`src/rtl/register_bank_pkg.sv`:
```
// rtl/register_bank_pkg.sv - shared op codes and sizing helper for the register bank
package register_bank_pkg;

  typedef enum logic [2:0] {
    NOP  = 3'd0,
    LOAD = 3'd1,
    CLR  = 3'd2,
    INC  = 3'd3,
    DEC  = 3'd4,
    SHL  = 3'd5,
    SHR  = 3'd6,
    RSVD = 3'd7
  } reg_op_e;

  // Select width for n registers; a single register still needs one select bit
  function automatic int addr_w(input int n);
    int w;
    w = $clog2(n);
    return (w < 1) ? 1 : w;
  endfunction

endpackage

```
`src/rtl/reg_op_unit.sv`:
```
// rtl/reg_op_unit.sv - combinational next-value and flag computation for one register
module reg_op_unit
  import register_bank_pkg::*;
#(
  parameter int WIDTH = 8
) (
  input  reg_op_e          op,
  input  logic [WIDTH-1:0] cur_value,
  input  logic [WIDTH-1:0] bus_in,
  output logic [WIDTH-1:0] nxt_value,
  output logic             nxt_carry,
  output logic             nxt_zero,
  output logic             valid
);

  // Decode the op; valid is low for NOP and the reserved code so flags hold
  always_comb begin
    nxt_value = cur_value;
    nxt_carry = 1'b0;
    valid     = 1'b1;
    case (op)
      LOAD: nxt_value = bus_in;
      CLR:  nxt_value = '0;
      INC: begin
        nxt_value = cur_value + WIDTH'(1);
        nxt_carry = &cur_value;
      end
      DEC: begin
        nxt_value = cur_value - WIDTH'(1);
        nxt_carry = ~|cur_value;
      end
      SHL: begin
        nxt_value = {cur_value[WIDTH-2:0], 1'b0};
        nxt_carry = cur_value[WIDTH-1];
      end
      SHR: begin
        nxt_value = {1'b0, cur_value[WIDTH-1:1]};
        nxt_carry = cur_value[0];
      end
      default: valid = 1'b0;
    endcase
    nxt_zero = ~|nxt_value;
  end

endmodule

```
`src/rtl/register_bank.sv`:
```
// rtl/register_bank.sv - bank of bus registers with single-cycle ops and registered flags
module register_bank
  import register_bank_pkg::*;
#(
  parameter int               WIDTH           = 8,
  parameter int               NUM_REGS        = 4,
  parameter logic [WIDTH-1:0] BUS_OUTPUT_MASK = {WIDTH{1'b1}},
  localparam int              ADDR_W          = addr_w(NUM_REGS)
) (
  input  logic                      clk,
  input  logic                      rst,
  input  reg_op_e                   op,
  input  logic [ADDR_W-1:0]         wr_sel,
  input  logic [ADDR_W-1:0]         rd_sel,
  input  logic                      out_en,
  input  logic [WIDTH-1:0]          bus_in,
  output logic [WIDTH-1:0]          bus_out,
  output logic [NUM_REGS*WIDTH-1:0] values,
  output logic                      carry,
  output logic                      zero
);

  logic [WIDTH-1:0] regs [NUM_REGS];

  logic [WIDTH-1:0] wr_value;
  logic             wr_hit;
  logic [WIDTH-1:0] rd_value;
  logic             rd_hit;

  logic [WIDTH-1:0] nxt_value;
  logic             nxt_carry;
  logic             nxt_zero;
  logic             op_valid;

  // Select the target register by comparison so out-of-range selects simply miss
  always_comb begin
    wr_value = '0;
    wr_hit   = 1'b0;
    rd_value = '0;
    rd_hit   = 1'b0;
    for (int i = 0; i < NUM_REGS; i++) begin
      if (wr_sel == ADDR_W'(i)) begin
        wr_value = regs[i];
        wr_hit   = 1'b1;
      end
      if (rd_sel == ADDR_W'(i)) begin
        rd_value = regs[i];
        rd_hit   = 1'b1;
      end
    end
  end

  reg_op_unit #(
    .WIDTH(WIDTH)
  ) u_op (
    .op       (op),
    .cur_value(wr_value),
    .bus_in   (bus_in),
    .nxt_value(nxt_value),
    .nxt_carry(nxt_carry),
    .nxt_zero (nxt_zero),
    .valid    (op_valid)
  );

  // Storage and flags: reset wins, otherwise only an executed op on a real register commits
  always_ff @(posedge clk) begin
    if (rst) begin
      for (int i = 0; i < NUM_REGS; i++) begin
        regs[i] <= '0;
      end
      carry <= 1'b0;
      zero  <= 1'b0;
    end else if (op_valid && wr_hit) begin
      for (int i = 0; i < NUM_REGS; i++) begin
        if (wr_sel == ADDR_W'(i)) begin
          regs[i] <= nxt_value;
        end
      end
      carry <= nxt_carry;
      zero  <= nxt_zero;
    end
  end

  // Read path reflects stored state only, so looping bus_out back to bus_in is safe
  always_comb begin
    bus_out = (out_en && rd_hit) ? (rd_value & BUS_OUTPUT_MASK) : '0;
  end

  // Flatten the array for observation by the control unit
  always_comb begin
    values = '0;
    for (int i = 0; i < NUM_REGS; i++) begin
      values[i*WIDTH +: WIDTH] = regs[i];
    end
  end

endmodule

```
`config.mk`:
```
export PLATFORM = sky130hd
export DESIGN_NAME = register_bank
export DESIGN_NICKNAME = d
export VERILOG_FILES = /design/src/rtl/register_bank_pkg.sv /design/src/rtl/reg_op_unit.sv /design/src/rtl/register_bank.sv
export SDC_FILE = /design/constraint.sdc
export NUM_CORES = 1
export LEC_CHECK = 0
export ABC_AREA = 1
export CAP_MARGIN = 20
export CORE_MARGIN = 2
export CORE_UTILIZATION = 32
export DETAILED_ROUTE_END_ITERATION = 10
export GPL_TIMING_DRIVEN = 0
export HOLD_SLACK_MARGIN = 0.1
export PLACE_DENSITY = 0.61
export RECOVER_POWER = 50
export SYNTH_ARGS = -nofsm -noshare
export SYNTH_HDL_FRONTEND = slang
export SYNTH_SLANG_ARGS = --single-unit
```
`constraint.sdc`:
```
create_clock -name clk -period 6.26 [get_ports clk]
set_input_delay 0.626 -clock clk [delete_from_list [all_inputs] [get_ports clk]]
set_output_delay 0.626 -clock clk [all_outputs]
set_load 0.05 [all_outputs]
```
==> results of run 1 <==
==> where the power goes <==
part	internal (uW)	total, uW	switching (uW)
registers	264	276	11.6
logic	72.6	242	169
clock network	79.1	157	78.2
==> sequential cells by signal, indices dropped and copies added, names as in the netlist <==
| name | flops |
|---|---|
| regs | 32 |
| carry | 1 |
| zero | 1 |
==> through the flow <==
stage	std cells	cell area (um2)	util	power, uW	hold WS (ns)
final	531	3330	0.434	675	0.476
after global routing	531	3330	0.434	709	0.513
after CTS	530	3340	0.435	683	0.485
after detailed placement	522	3260	0.424	527	0.471
after global placement	519	3240	0.421	524	0.471
after floorplan	358	2520	-	440	0.683
==> logic make-up (layout without fill, tap and decap cells) <==
kind of cell / Yosys count / count (layout) / synth area share
AO/OA/AOI/OAI: 62 / 62 / 0.140
XOR/XNOR: 1 / 1 / 0.00347
AND/OR/NAND/NOR: 201 / 201 / 0.336
buffers and inverters: 52 / 123 / 0.0809
adder cells (fa/ha/maj): 8 / 8 / 0.0427
flip-flops: 34 / 34 / 0.397
==> critical path, cell delays in order <==
cell and delay (ns):
sky130_fd_sc_hd__clkdlybuf4s50_1 0.50, sky130_fd_sc_hd__clkbuf_1 0.36, sky130_fd_sc_hd__nand2_1 0.19, sky130_fd_sc_hd__inv_1 0.25, sky130_fd_sc_hd__nand2_1 0.08, sky130_fd_sc_hd__a21oi_1 0.20
sky130_fd_sc_hd__clkdlybuf4s50_1 0.84
==> routing by layer <==
metal | routed length (um) | track usage
met3 | 467 | 0.0399
met4 | 107 | 0.0490
met1 | 3970 | 0.286
met5 | 0 | 0
met2 | 3770 | 0.305
==> area by class of cell <==
| class | count | share of cell area |
|---|---|---|
| buffer | 5 | 0.00826 |
| clock buffer | 8 | 0.0240 |
| inverter | 47 | 0.0529 |
| multi-input combinational | 272 | 0.392 |
| sequential | 34 | 0.300 |
| tap | 102 | 0.0383 |
| timing repair buffer | 63 | 0.184 |
==> cells in the mapped netlist (3+ instances only) <==
| library cell | instances |
|---|---|
| sky130_fd_sc_hd__edfxtp_1 | 32 |
| sky130_fd_sc_hd__nand4_1 | 5 |
| sky130_fd_sc_hd__o221ai_1 | 3 |
| sky130_fd_sc_hd__nand3_1 | 28 |
| sky130_fd_sc_hd__inv_1 | 46 |
| sky130_fd_sc_hd__nand2_1 | 101 |
| sky130_fd_sc_hd__nand2_2 | 5 |
| sky130_fd_sc_hd__ha_1 | 7 |
| sky130_fd_sc_hd__nor2_1 | 52 |
| sky130_fd_sc_hd__o211ai_1 | 6 |
| sky130_fd_sc_hd__o21ai_0 | 28 |
| sky130_fd_sc_hd__o22ai_1 | 3 |
| sky130_fd_sc_hd__nand3b_1 | 4 |
| sky130_fd_sc_hd__a21oi_1 | 16 |
==> final timing paths <==
check / from / end
worst max register to register: regs[0][1] / zero
worst min-delay path: zero / zero
worst min register to register: zero / zero
worst max-delay path: rd_sel[0] / bus_out[7]
==> flow_summary.toml, run 1 <==
[floorplanning]
placeableCoreArea_um2 = 7690
top_level_ports = 60
effective_utilization_at_floorplan = 0.328
die_w_um = 92.8
rows = 32
die_h_um = 92.8
dieArea_um2 = 8600

[cells_and_area]
multi_input_area_um2 = 1310
num-fill-cells = 840
layout-area-overhead-vs-synth_pct = 32.3
insertedDiodeCount = 0
num-nets-final = 454
most_frequent_cells_in_the_layout = "102 x sky130_fd_sc_hd__nand2_1, 53 x sky130_fd_sc_hd__nor2_1, 47 x sky130_fd_sc_hd__inv_1"
post_route_cells_drive_above_1_share = 0.0396
layout.area.seq_um2 = 1000
layout.cells.most_common = "sky130_fd_sc_hd__nand2_1"

[logic_synthesis]
synth_sequential_area_ratio = 0.397
mappedNetlistArea_um2 = 2520
synth_cell_type_count = 30
yosys-top-cells-area = "sky130_fd_sc_hd__edfxtp_1 38%, sky130_fd_sc_hd__nand2_1 15%, sky130_fd_sc_hd__nor2_1 7.7%"
synth.net_count = 384
yosysTopAreaCellShare = 0.381
synth_area_per_cell_um2 = 7.04
flops_latches_synth = 34
synth-warning-count = 0
asyncSetResetFlopFracSynth = 0
post_synth_inst_count = 358
synth_top_area_cell = "sky130_fd_sc_hd__edfxtp_1"
synth_enable_flop_cells = 32
synthFlopType = "sky130_fd_sc_hd__edfxtp_1"

[critical_path]
criticalPathCategory = "input pin to output port"
critical_path_arrival_ns = 3.06
critical_path.startpoint_type = "input pin"
regToRegSetupSlack_ns = 3.57
r2r.worst_path.cells = 16
timing.critical_path.fanout_max = 10
timing.critical_path.to_type = "output port"
worst_ep_required_time_ns = 5.63

[outcome]
outcome = "complete, no violations"

[power_and_ir_drop]
powerDensity_nw_per_um2 = 202
cellLeakagePower_uw = 0.00150
worst_ir_drop_vdd_mv = 0.123

[timing]
min_period_ns = 3.68
grt_setup_unrepaired = "false"
slew_headroom = 0.533
final.period_utilization = 0.589
final_slew_violations = 0
final.setup_skew_ns = 0.00756
setup_total_negative_slack_ns = 0
setup-violations-final = 0
timing_worst_slew_pin_value_ns = 0.693
final_critical_path_setup_slack_ns = 2.58
finalHoldViolCount = 0
max_freq_ghz = 0.271

[clock_tree]
cts_resized = 0
cts_max_path_buffers = 2
clock_sink_count = 34
post_cts_buffers = 0
htreeDepth = 2
clock-root-buffer = "sky130_fd_sc_hd__clkbuf_8"
tritoncts = "yes"
cts_made_buffers = 5
worstSkewPairLatency_ns = 0.29
clkTransAtPathRegs_ns = 0.06
cts.hold.buffers_added = 0

[global_route]
grt_max_degree = 11
gr-usage-all-layers = 0.199
grt_antenna_before_repair = 0
grt_pass1_wl_um = 13400
grt_remaining_overflow = 0
via_count_of_the_first_global_routing_pass = 2601

[place]
place.gp.congestion = 0.898
hpwl_um = 6570
numPortBuffers = 59
pre_cts_slack_ns = 2.61

[routing]
via_count = 2709
average_routed_wire_per_standard_cell_um = 15.6
route.final.wire_length_um = 8310
antenna_violating_nets_left = 0
detail_route.iter0.violations = 182
avg_vias_per_cell = 5.10
drc = 0
first_pass_iters = 4

[worst_hold_path]
cell_depth_of_the_worst_min_delay_path = 2
class_of_the_tightest_hold_or_removal_check = "flip-flop to flip-flop"

[flow_run]
timing.max_cap.violations = 0
Note: power is estimated with default switching activity, not from simulation.
==> run 2: changes to the inputs <==
==> constraint.sdc (replaced) <==
create_clock -name clk -period 3.7 [get_ports clk]
set_input_delay 0.37 -clock clk [delete_from_list [all_inputs] [get_ports clk]]
set_output_delay 0.37 -clock clk [all_outputs]
set_load 0.05 [all_outputs]
==> flow_summary.toml, run 2 (same netlist as run 1, synthesis figures left out) <==
[critical_path]
delay_of_the_slowest_cell_on_the_worst_path_ns = 0.67
crit-reg2reg-launch = "regs[0][3]"
critical_path_arrival_ns = 3.51
criticalPathCategory = "input pin to flip-flop"
timing.critical_path.to_type = "flip-flop"
setup_crit_start = "wr_sel[1]"
critical_path.startpoint_type = "input pin"
worst_path_max_delay_cell = "sky130_fd_sc_hd__dlygate4sd3_1"
worst_ep_required_time_ns = 3.92
crit_chain = "dlygate4sd3_1, inv_1, nor2_2, inv_1, o21ai_2, nand2_2, ha_1, nand3_1, nand2_1, nand2_1, nand3_1, nand2_1, nor2_1, nand2_1, nor2_1, nand3_1, nor2_1, nand3_1, a21oi_1"
timing.critical_path.fanout_max = 7

[floorplanning]
effective_utilization_at_floorplan = 0.328
top_level_ports = 60
rows = 32
die_h_um = 92.8
dieArea_um2 = 8600
die_w_um = 92.8
placeableCoreArea_um2 = 7690

[routing]
route.final.wire_length_um = 8310
detail_route.iter0.violations = 221
average_routed_wire_per_standard_cell_um = 15.7
antenna_violating_nets_left = 0
first_pass_iters = 5
drc = 0
via_count = 2744
avg_vias_per_cell = 5.17

[cells_and_area]
largest_reg_flops = 32
num-nets-final = 454
reg.largest.list = "regs (32), carry (1), zero (1)"
most_frequent_cells_in_the_layout = "101 x sky130_fd_sc_hd__nand2_1, 52 x sky130_fd_sc_hd__nor2_1, 47 x sky130_fd_sc_hd__inv_1"
finish.instance_area_um2 = 3340
largest_register_by_flop_count = "regs"
post_route_cells_drive_above_1_share = 0.0443
insertedDiodeCount = 0
layout.cells.most_common = "sky130_fd_sc_hd__nand2_1"
layout-area-overhead-vs-synth_pct = 32.5

[global_route]
grt_pass1_wl_um = 13400
grt_antenna_before_repair = 0
grt_remaining_overflow = 0
grt_max_degree = 11
via_count_of_the_first_global_routing_pass = 2601
gr-usage-all-layers = 0.199

[timing]
final.hold.worst_slack_ns = 0.476
grt_setup_unrepaired = "false"
timing_worst_slew_pin_value_ns = 0.674
final.setup_skew_ns = 0.00834
slew_headroom = 0.546
min_period_ns = 3.29
final_slew_violations = 0
max_freq_ghz = 0.304
setup_total_negative_slack_ns = 0
setup-violations-final = 0
finalHoldViolCount = 0
final.period_utilization = 0.889

[power_and_ir_drop]
switching_share = 0.384
intPower_uw = 704
power_frac_clock = 0.233
cellLeakagePower_uw = 0.00150
worst_ir_drop_vdd_mv = 0.206
seqPwrFrac = 0.408
powerDensity_nw_per_um2 = 342
netSwitchingPower_uw = 439
comb_power_share = 0.359

[place]
place.gp.congestion = 0.898
dpl-instance-area_um2 = 3260
hpwl_um = 6570
numPortBuffers = 59

[clock_tree]
clock-root-buffer = "sky130_fd_sc_hd__clkbuf_8"
post_cts_buffers = 0
worstSkewPairLatency_ns = 0.29
cts_max_path_buffers = 2
cts_made_buffers = 5
htreeDepth = 2
cts.hold.buffers_added = 0
clock_sink_count = 34
cts_resized = 0
tritoncts = "yes"
clkTransAtPathRegs_ns = 0.06

[worst_hold_path]
class_of_the_tightest_hold_or_removal_check = "flip-flop to flip-flop"
hold_path.startpoint = "zero"

[flow_run]
timing.max_cap.violations = 0

[outcome]
outcome = "complete, no violations"
-- run 2: final cells by class --
cell class                 count  area, um2
sequential                    34       1000
inverter                      47        176
clock buffer                   8       80.1
buffer                         5       27.5
timing repair buffer          63        614
multi-input combinational    272       1310
tap                          102        128
fill                         838       4350
-- run 2: worst max-delay path, delay by kind of cell --
kind	cells	cell delay, ns
AO/OA/AOI/OAI	2	0.28
AND/OR/NAND/NOR	13	1.46
adder cells (fa/ha/maj)	1	0.43
buffers and inverters	3	0.95
-- run 2: final timing paths --
check / to / slack, ns / cells after the start
worst max register to register: zero / 1.04 / 16
worst max-delay path: zero / 0.41 / 19
worst min register to register: zero / 0.48 / 2
worst min-delay path: zero / 0.48 / 2
-- run 2: power by group through the flow --
stage	Clock, uW	Combinational, uW	Sequential (uW)
final	267	410	467
after floorplan	0	194	550
after CTS	269	417	469
after global routing	286	445	470
after detailed placement	0	415	476
after global placement	0	409	477
-- run 2: metrics by stage --
| stage | setup slack [ns] | utilization | power [uW] | instances |
|---|---|---|---|---|
| 2_1_floorplan | 1.21 | - | 744 | 358 |
| 3_3_place_gp | 0.354 | 0.421 | 886 | 519 |
| 3_5_place_dp | 0.342 | 0.424 | 892 | 522 |
| 4_1_cts | 0.542 | 0.435 | 1160 | 530 |
| 5_1_grt | 0.146 | 0.434 | 1200 | 531 |
| 6_report | 0.409 | 0.434 | 1140 | 531 |
-- run 2: routing by layer --
metal,part of all wire,track usage,wire length [um],up-vias
met5,0,0,0,-
met4,0.013,0.0490,110,0
met3,0.064,0.0399,536,11
met2,0.45,0.305,3780,111
met1,0.47,0.286,3890,1292
li1,-,-,-,1330
